[src/rtl/if_slice.sv]
// -----------------------------------------------------------------------------
// if_slice -- instruction fetch stage with IF/ID pipeline register
//
// Fetches one 16-bit instruction word per request from a variable-latency
// instruction memory and presents it to decode through the IF/ID register.
// The PC is a 16-bit word address that normally advances by one (wrapping).
//
// States:
//   FETCH : request outstanding at imem_addr (= PC), waiting for imem_valid
//   HOLD  : response captured while decode was stalled; waiting for release
//   KILL  : a redirect arrived while a response was still in flight; that
//           response is dropped before fetching from the new PC
//
// Ports:
//   clk          pipeline clock, rising edge
//   rst          asynchronous active-low reset
//   stall        decode stalled: hold PC and IF/ID
//   flush        load a bubble (instr 16'hF000, valid 0) into IF/ID
//   redirect     later stage resolved a taken branch/call/return
//   redirect_pc  word address of the redirect target
//   imem_req     fetch request for imem_addr
//   imem_addr    word address being fetched (the PC register)
//   imem_rdata   instruction word, qualified by imem_valid
//   imem_valid   single-cycle response strobe, one per request
//   PC_inc       IF/ID: fetched PC + 1
//   instr        IF/ID: fetched instruction or bubble 16'hF000
//   valid        IF/ID: holds a real instruction
//
// Optional feature (macro IF_CALL_EARLY_EN): an accepted instruction with
// opcode 4'hD redirects fetch immediately to {PC+1[15:12], instr[11:0]}.
// Without the macro the next PC is always PC+1.
// -----------------------------------------------------------------------------
module if_slice (
    input  logic        clk,
    input  logic        rst,
    input  logic        stall,
    input  logic        flush,
    input  logic        redirect,
    input  logic [15:0] redirect_pc,
    output logic        imem_req,
    output logic [15:0] imem_addr,
    input  logic [15:0] imem_rdata,
    input  logic        imem_valid,
    output logic [15:0] PC_inc,
    output logic [15:0] instr,
    output logic        valid
);

    localparam logic [15:0] BUBBLE = 16'hF000;

    typedef enum logic [1:0] {
        FETCH = 2'd0,
        HOLD  = 2'd1,
        KILL  = 2'd2
    } state_t;

    state_t      state, state_nxt;
    logic [15:0] pc, pc_nxt;
    logic [15:0] hold_buf, hold_buf_nxt;
    logic [15:0] pc_plus1;
    logic [15:0] load_word;
    logic [15:0] advance_pc;
    logic        accept;

    assign imem_addr = pc;

    always_comb begin
        pc_plus1  = pc + 16'd1;
        // The word entering IF/ID comes from the buffer when leaving HOLD,
        // otherwise straight from the memory response.
        load_word = (state == HOLD) ? hold_buf : imem_rdata;
`ifdef IF_CALL_EARLY_EN
        advance_pc = (load_word[15:12] == 4'hD) ? {pc_plus1[15:12], load_word[11:0]}
                                                : pc_plus1;
`else
        advance_pc = pc_plus1;
`endif

        state_nxt    = state;
        pc_nxt       = pc;
        hold_buf_nxt = hold_buf;
        accept       = 1'b0;
        imem_req     = 1'b0;

        case (state)
            FETCH: begin
                imem_req = 1'b1;
                if (redirect) begin
                    pc_nxt    = redirect_pc;
                    // A response arriving this very cycle closes the request;
                    // otherwise one is still in flight and must be dropped.
                    state_nxt = imem_valid ? FETCH : KILL;
                end else if (imem_valid) begin
                    if (stall) begin
                        hold_buf_nxt = imem_rdata;
                        state_nxt    = HOLD;
                    end else begin
                        accept = 1'b1;
                        pc_nxt = advance_pc;
                    end
                end
            end
            HOLD: begin
                if (redirect) begin
                    pc_nxt    = redirect_pc;
                    state_nxt = FETCH;
                end else if (!stall) begin
                    accept    = 1'b1;
                    pc_nxt    = advance_pc;
                    state_nxt = FETCH;
                end
            end
            KILL: begin
                // Further redirects only retarget the PC; the stale response
                // still has to be swallowed.
                if (redirect) begin
                    pc_nxt = redirect_pc;
                end
                if (imem_valid) begin
                    state_nxt = FETCH;
                end
            end
            default: begin
                state_nxt = FETCH;
            end
        endcase
    end

    always_ff @(posedge clk or negedge rst) begin
        if (!rst) begin
            state    <= FETCH;
            pc       <= 16'h0000;
            hold_buf <= 16'h0000;
        end else begin
            state    <= state_nxt;
            pc       <= pc_nxt;
            hold_buf <= hold_buf_nxt;
        end
    end

    // IF/ID register: flush beats both stall and a same-cycle accept.
    always_ff @(posedge clk or negedge rst) begin
        if (!rst) begin
            PC_inc <= 16'h0000;
            instr  <= BUBBLE;
            valid  <= 1'b0;
        end else if (flush) begin
            instr  <= BUBBLE;
            valid  <= 1'b0;
        end else if (accept) begin
            PC_inc <= pc_plus1;
            instr  <= load_word;
            valid  <= 1'b1;
        end
    end

endmodule

[config.mk]
export PLATFORM = sky130hd
export DESIGN_NAME = if_slice
export DESIGN_NICKNAME = d
export VERILOG_FILES = /design/src/rtl/if_slice.sv
export SDC_FILE = /design/constraint.sdc
export NUM_CORES = 1
export LEC_CHECK = 0
export CAP_MARGIN = 30
export CORE_ASPECT_RATIO = 1.1
export CORE_MARGIN = 2
export CORE_UTILIZATION = 35
export CTS_BUF_LIST = sky130_fd_sc_hd__clkbuf_16
export CTS_CLUSTER_DIAMETER = 30
export DETAILED_ROUTE_END_ITERATION = 8
export SLEW_MARGIN = 20
export SYNTH_ARGS = -nofsm -noshare
export SYNTH_HDL_FRONTEND = slang
export SYNTH_SLANG_ARGS = --single-unit
[constraint.sdc]
create_clock -name clk -period 4.1 [get_ports clk]
set_input_delay 0.615 -clock clk [delete_from_list [all_inputs] [get_ports clk]]
set_output_delay 0.615 -clock clk [all_outputs]
set_load 0.005 [all_outputs]
==> results.md, run 1 <==
* Status: complete, no violations
* Nets at 434
* Worst rel slew slack at 38.0%
* Core area at 0.00931 sq mm
* CP Class: in -> reg
* CTS Sinks at 67
* Clock skew at 0.00617 ns
* Max cap viols at 0
* Antenna-violating nets left at 0
* Fin. Hold Viols at 0
* Synth Instances at 313
* Post-synth EDFFs at 0
* Post-place instance area at 0.00427 sq mm
* Die Y at 106 microns
* Distinct cell type count after synthesis at 45
* Worst path cell trace: clkdlybuf4s50_1 > inv_1 > buf_4 > and2_1 > a41o_1 > a21oi_1
* Synth Cell Area at 0.00332 sq mm
* DRC at 0
* Worst-Skew Late Latency at 0.33 ns
* First-pass iteration count of the detailed router at 5
* Cts bufs inserted at 9
* Crit path time final at 2.30 ns
* Worst setup EP type: register
* Post-cts hold buffer count at 0
* Worst Path Max Fanout at 25
* Area Growth Syn to Fin at 38.4%
* Final instance area at 0.00460 sq mm
* Min-Delay Path Class: in -> async
* Initial DRC count at 90
* CTS resizes at 0
* First-pass GRT wire length at 14100 microns
* Post-CTS Setup Repair Bufs at 0
* Vias in the first global route at 2778
* Clock transition at path regs at 0.06 ns
* Critical path origin: redirect
* Cell leakage power at 1.81 nW
* Gr ovfl total at 0
* Register area share after synthesis at 50.6%
* Share of cells above drive strength 1 at 13.8%
* Synth Net Count at 352
* CTS tree: built
* Area of all sequential standard cells at 0.00168 sq mm
* CP Launch Type: primary input
* Crit path largest cell delay at 0.77 ns
* Initial Utilization at 35.7%
* Fmax at 434 MHz
* CP max stage cell: and2_1
* GPL Wtd Cong at 0.855
* Yosys warnings at 0
* IO buf count at 87
* Wirelength, routed at 8500 microns
* Post-Route Setup TNS at 0 ns
* Tot GR Track Use at 17.0%
* Initial antenna violation count at 0
* Fillers at 885
* Root Driver: clkbuf_16
* Worst endpoint required time at 4.27 ns
* Chip width at 96.9 microns
* Endpoints failing setup at 0
* DR vias/cell at 5.26
* Diode count at 0
* Yosys reg bits at 67
* Ys async rst share at 100%
* Vias at 2720
* Buf/Inv on CP at 3
* Die ar. at 0.0103 sq mm
* P per Cell Area at 480 mW/mm^2
* HPWL after DPL at 5920 microns
* Slew @ Worst Pin at 0.930 ns
* Top Family by Delay on Critical Path: simple AND/OR/NAND/NOR gates
* Fin. max-slew vios at 0
* Multi-input logic area at 0.00151 sq mm
* R2r startpoint: state[0]
* Largest net degree at the start of global routing at 41
* Io pins at 88
* CP arrival at 2.48 ns
* Synth Flop Type: dfrtp_1
* # rows at 37
* Maximum resistive drop on vdd at 0.000212 V
* H-Tree Depth at 3
* Mean post-synth cell area at 10.6 sq um
* RSZ-0062 raised after global routing: no
* Final Cycle Share at 56.2%
* Wire per inst at 16.4 microns
* Max clock buf depth at 2
==> kinds of logic (layout without fill, tap and decap cells) <==
family	count (synthesis)	in the layout	synth area share [%]
simple gates	84	84	13.5
compound gates	82	82	16.2
flops	67	67	50.6
mux	37	37	11.9
buf+inv	29	116	4.06
xor+xnor	13	13	3.42
fa+ha+maj	1	1	0.376
==> through the flow <==
stage | utilization, % | worst slack, ns | instances | total power (W) | hold slack, ns
after global routing | 49.4 | 1.68 | 517 | 0.00232 | 0.215
after floorplan | - | 2.36 | 313 | 0.00116 | 0.319
after detailed placement | 45.9 | 1.52 | 499 | 0.00146 | 0.494
final | 49.4 | 1.80 | 517 | 0.00221 | 0.188
after CTS | 49.1 | 1.86 | 515 | 0.00222 | 0.446
after global placement | 45.8 | 1.56 | 498 | 0.00145 | 0.477
==> report_power, final <==
group	total, W	leakage [nW]	internal [W]	switching, W
logic	0.000540	0.871	0.000330	0.000211
registers	0.000911	0.794	0.000793	0.000117
clock network	0.000758	0.143	0.000468	0.000290
==> cell usage after synthesis (2+ instances only) <==
master | n | area share [%]
a41o_1 | 2 | 0.60
inv_1 | 5 | 0.56
o21ai_0 | 8 | 1.2
xor2_1 | 5 | 1.3
xnor2_1 | 8 | 2.1
a31oi_1 | 4 | 0.75
a211oi_1 | 12 | 2.7
a21oi_1 | 27 | 4.1
or4_4 | 2 | 0.68
nand3_1 | 14 | 2.1
nor2_1 | 35 | 4.0
mux2i_1 | 18 | 5.4
buf_2 | 12 | 1.8
nand2_1 | 7 | 0.79
and2_1 | 4 | 0.75
dfstp_2 | 4 | 3.2
buf_4 | 3 | 0.68
nor3_1 | 3 | 0.45
dfrtp_1 | 63 | 47
mux2_2 | 19 | 6.4
a2bb2oi_1 | 11 | 2.9
a211o_1 | 4 | 1.1
nand4_1 | 4 | 0.75
or3_1 | 3 | 0.56
o22ai_1 | 8 | 1.5
clkbuf_1 | 9 | 1.0
==> worst reg2reg max path: cells and delay by family, from the launching register on <==
family	cells	cell delay, ns
AO/OA/AOI/OAI	2	0.36
AND/OR/NAND/NOR	2	1.34
flip-flops	1	0.41
==> state kept, by name, summed over array words and instances (netlist names) <==
name / count
hold_buf: 16
imem_addr: 16
valid: 1
state: 2
instr: 16
PC_inc: 16
==> path summary, 6_finish.rpt <==
check,end,slack (ns),cells past startpoint
setup / recovery,imem_addr[15],1.80,6
setup reg to reg,imem_addr[15],1.84,4
min in group clk,valid,0.50,2
hold / removal,instr[5],0.19,1
max in group asynchronous,imem_addr[12],3.21,2
hold reg to reg,valid,0.50,2
==> placed cells by master (no fill, tap or decap), types with 3 or more instances in the layout <==
| cell type | count |
|---|---|
| dfstp_2 | 4 |
| inv_1 | 5 |
| nand3_1 | 14 |
| dfrtp_1 | 63 |
| a211o_1 | 4 |
| clkdlybuf4s50_1 | 86 |
| a31oi_1 | 4 |
| o22ai_1 | 8 |
| a21oi_1 | 27 |
| buf_4 | 5 |
| or3_1 | 3 |
| nand2_1 | 7 |
| and2_1 | 4 |
| nor3_1 | 3 |
| mux2_2 | 19 |
| nand4_1 | 4 |
| nor2_1 | 35 |
| o21ai_0 | 8 |
| mux2i_1 | 18 |
| a2bb2oi_1 | 11 |
| xor2_1 | 5 |
| xnor2_1 | 8 |
| a211oi_1 | 12 |
| clkbuf_16 | 9 |
==> area by class of cell <==
| cell class | instances | share of cell area [%] |
|---|---|---|
| Clock buffer | 9 | 4.90 |
| Clock inverter | 7 | 1.50 |
| Inverter | 5 | 0.408 |
| Multi-Input combinational cell | 217 | 32.8 |
| Sequential cell | 67 | 36.6 |
| Tap cell | 117 | 3.18 |
| Timing Repair Buffer | 95 | 20.6 |
==> metal layers <==
layer	up-vias	routed length, microns	share of wire, %	global-route usage [%]
met4	0	120	1.4	5.84
met3	14	398	4.7	3.16
met2	84	3850	45	26.5
met1	1313	4130	49	24.0
met5	-	0	0	0
li1	1309	-	-	-
Note: power is estimated with default switching activity, not from simulation.
==> run 2, diff against run 1 <==
- clock period: 4.1 -> 1.9 ns (I/O delays scaled with it)
==> run 2 against run 1 <==
  * Power grew 120%
  * Worst setup slack worse by 1.6 ns
  * Sequential power increased by 110%
  * Clock skew down 0.0013 ns
  * Cell count rose by 4.4%
  * Flip-flop and latch count unchanged
  * Largest power group unchanged
==> results.md, run 2 (synthesis results as in run 1) <==
* Vias in the first global route at 2881 (was 2778)
* Hold_ws at 0.500 ns (was 0.188 ns)
* NetSw at 0.00133 W (was 0.000618 W)
* CP max stage cell: clkdlybuf4s50_1 (was and2_1)
* RSZ-0062 raised after global routing: no (unchanged)
* R2r startpoint: state[1] (was state[0])
* DR vias/cell at 5.19 (was 5.26)
* Chip width at 96.9 microns (unchanged)
* Most common cell after layout, fill and taps aside: clkdlybuf4s50_1 (unchanged)
* Fin. max-slew vios at 0 (unchanged)
* Wire length on met1 at 4000 microns (was 4130 microns)
* Wirelength, routed at 8720 microns (was 8500 microns)
* Wire per inst at 16.1 microns (was 16.4 microns)
* Largest net degree at the start of global routing at 68 (was 41)
* Int Pwr at 0.00349 W (was 0.00159 W)
* Core area at 0.00931 sq mm (unchanged)
* Gr ovfl total at 0 (unchanged)
* Cts bufs inserted at 9 (unchanged)
* Placed cell count at 523 (was 499)
* CTS Sinks at 67 (unchanged)
* Die Y at 106 microns (unchanged)
* Area Growth Syn to Fin at 44.3% (was 38.4%)
* Nets at 457 (was 434)
* Status: complete, no violations (unchanged)
* Final Util at 51.5% (was 49.4%)
* Detail Route met2 WL at 4140 microns (was 3850 microns)
* Worst endpoint required time at 1.62 ns (was 4.27 ns)
* DRC at 0 (unchanged)
* First-pass iteration count of the detailed router at 4 (was 5)
* Initial DRC count at 64 (was 90)
* # rows at 37 (unchanged)
* Maximum resistive drop on vdd at 0.000411 V (was 0.000212 V)
* CP Launch Type: register (was primary input)
* HPWL after DPL at 6200 microns (was 5920 microns)
* Routed wl met3 at 476 microns (was 398 microns)
* CP Class: reg -> out (was in -> reg)
* Worst path cell trace: nor2_1 > clkdlybuf4s50_1 (was clkdlybuf4s50_1 > inv_1 > buf_4 > and2_1 > a41o_1 > a21oi_1)
* Critical path origin: state[1] (was redirect)
* Slew @ Worst Pin at 0.429 ns (was 0.930 ns)
* Vias at 2801 (was 2720)
* P per Cell Area at 1000 mW/mm^2 (was 480 mW/mm^2)
* Switch share at 27.6% (was 28.0%)
* Fin. Hold Viols at 0 (unchanged)
* IO buf count at 87 (unchanged)
* Most frequent cells in the layout: clkdlybuf4s50_1 (86), dfrtp_1 (63), nor2_1 (35) (unchanged)
* Clock share of power at 33.2% (was 34.3%)
* H-Tree Depth at 3 (unchanged)
* Antenna-violating nets left at 0 (unchanged)
* Max clock buf depth at 2 (unchanged)
* Fmax at 578 MHz
* Cell leakage power at 1.93 nW (was 1.81 nW)
* CTS tree: built (unchanged)
* Final instance area at 0.00480 sq mm (was 0.00460 sq mm)
* Worst setup EP type: output port (was register)
* Max cap viols at 0 (unchanged)
* Initial Utilization at 35.7% (unchanged)
* Non-filler cells, final at 540 (was 517)
* Clock transition at path regs at 0.05 ns (was 0.06 ns)
* Max Used Layer: met4 (unchanged)
* Worst-Skew Late Latency at 0.32 ns (was 0.33 ns)
* Clock skew at 0.00483 ns (was 0.00617 ns)
* Post-place instance area at 0.00450 sq mm (was 0.00427 sq mm)
* Endpoints failing setup at 0 (unchanged)
* Tot GR Track Use at 17.8% (was 17.0%)
* Final Cycle Share at 91.1%
* GPL Wtd Cong at 0.818 (was 0.855)
* Diode count at 0 (unchanged)
* Crit path largest cell delay at 0.51 ns (was 0.77 ns)
* Comb power frac at 26.8% (was 24.5%)
* Die ar. at 0.0103 sq mm (unchanged)
* Io pins at 88 (unchanged)
* Worst Path Max Fanout at 6 (was 25)
* Crit path time final at 1.73 ns
* Sequential Power Share at 40.0% (was 41.2%)
* First-pass GRT wire length at 14500 microns (was 14100 microns)
* Post-Route Setup TNS at 0 ns (unchanged)
* Initial antenna violation count at 0 (unchanged)
* Root Driver: clkbuf_16 (unchanged)
* Min-Delay Path Class: in -> async (unchanged)
* Worst rel slew slack at 71.2% (was 38.0%)
* CP arrival at 1.45 ns (was 2.48 ns)
* Share of cells above drive strength 1 at 18.2% (was 13.8%)
## run 2: cell types whose count changed in the layout (fill, tap and decap cells not counted)
| cell | previous run | this run |
|---|---|---|
| dlygate4sd3_1 | 0 | 1 |
| clkinv_4 | 2 | 1 |
| and2_1 | 4 | 3 |
| buf_8 | 1 | 0 |
| clkinv_2 | 2 | 3 |
| buf_12 | 1 | 4 |
| clkinv_1 | 1 | 0 |
| buf_6 | 1 | 0 |
| inv_1 | 5 | 7 |
| clkinvlp_4 | 1 | 0 |
| buf_4 | 5 | 26 |
| and2_2 | 0 | 1 |
## run 2: final cells by class
class	instances	area, sq um
Multi-Input combinational cell	217	1510
Fill cell	847	4510
Clock buffer	9	225
Tap cell	117	146
Sequential cell	67	1680
Clock inverter	7	61.3
Inverter	5	18.8
Timing Repair Buffer	118	1150
## run 2: path summary, 6_finish.rpt
path / cells after the start / end / slack, ns
worst max-delay path: 2 / imem_req / 0.17
worst min-delay path: 3 / instr[5] / 0.50
worst max register to register: 6 / instr[9] / 0.21
worst min register to register: 1 / hold_buf[0] / 0.50
max in group asynchronous: 3 / instr[12] / 1.09
min in group clk: 1 / hold_buf[0] / 0.50
## run 2: layer usage
metal / track usage (%) / up-vias
met1: 23.8 / 1347
met3: 4.80 / 9
met5: 0 / -
li1: - / 1352
met4: 6.64 / 0
met2: 27.7 / 93
## run 2: power by group through the flow
stage               Sequential (W)  Clock [W]  Combinational, W
global placement           0.00194          0           0.00128
floorplan                  0.00192          0          0.000575
finish                     0.00193    0.00160           0.00129
global route               0.00197    0.00170           0.00142
CTS                        0.00193    0.00165           0.00131
detailed placement         0.00195          0           0.00129
## run 2: per-stage QoR
step	total power, W	worst slack [ns]
floorplan	0.00250	0.316
detailed placement	0.00324	-0.0466
finish	0.00482	0.170
global placement	0.00322	0.000616
CTS	0.00488	0.141
global route	0.00509	0.0180
## run 2: timing repair
item / in CTS / in global routing
endpoints found under the setup margin: 0 / 1
resized for setup: 0 / 1
endpoints found under the hold margin: 61 / 0
buffers inserted: 0 / 0
hold buffers: 1 / 0
## run 2: critical path, delay by kind of cell, from the launching register on
| kind | cells | cell delay (ns) |
|---|---|---|
| flops | 1 | 0.45 |
| buf+inv | 1 | 0.51 |
| simple gates | 1 | 0.16 |
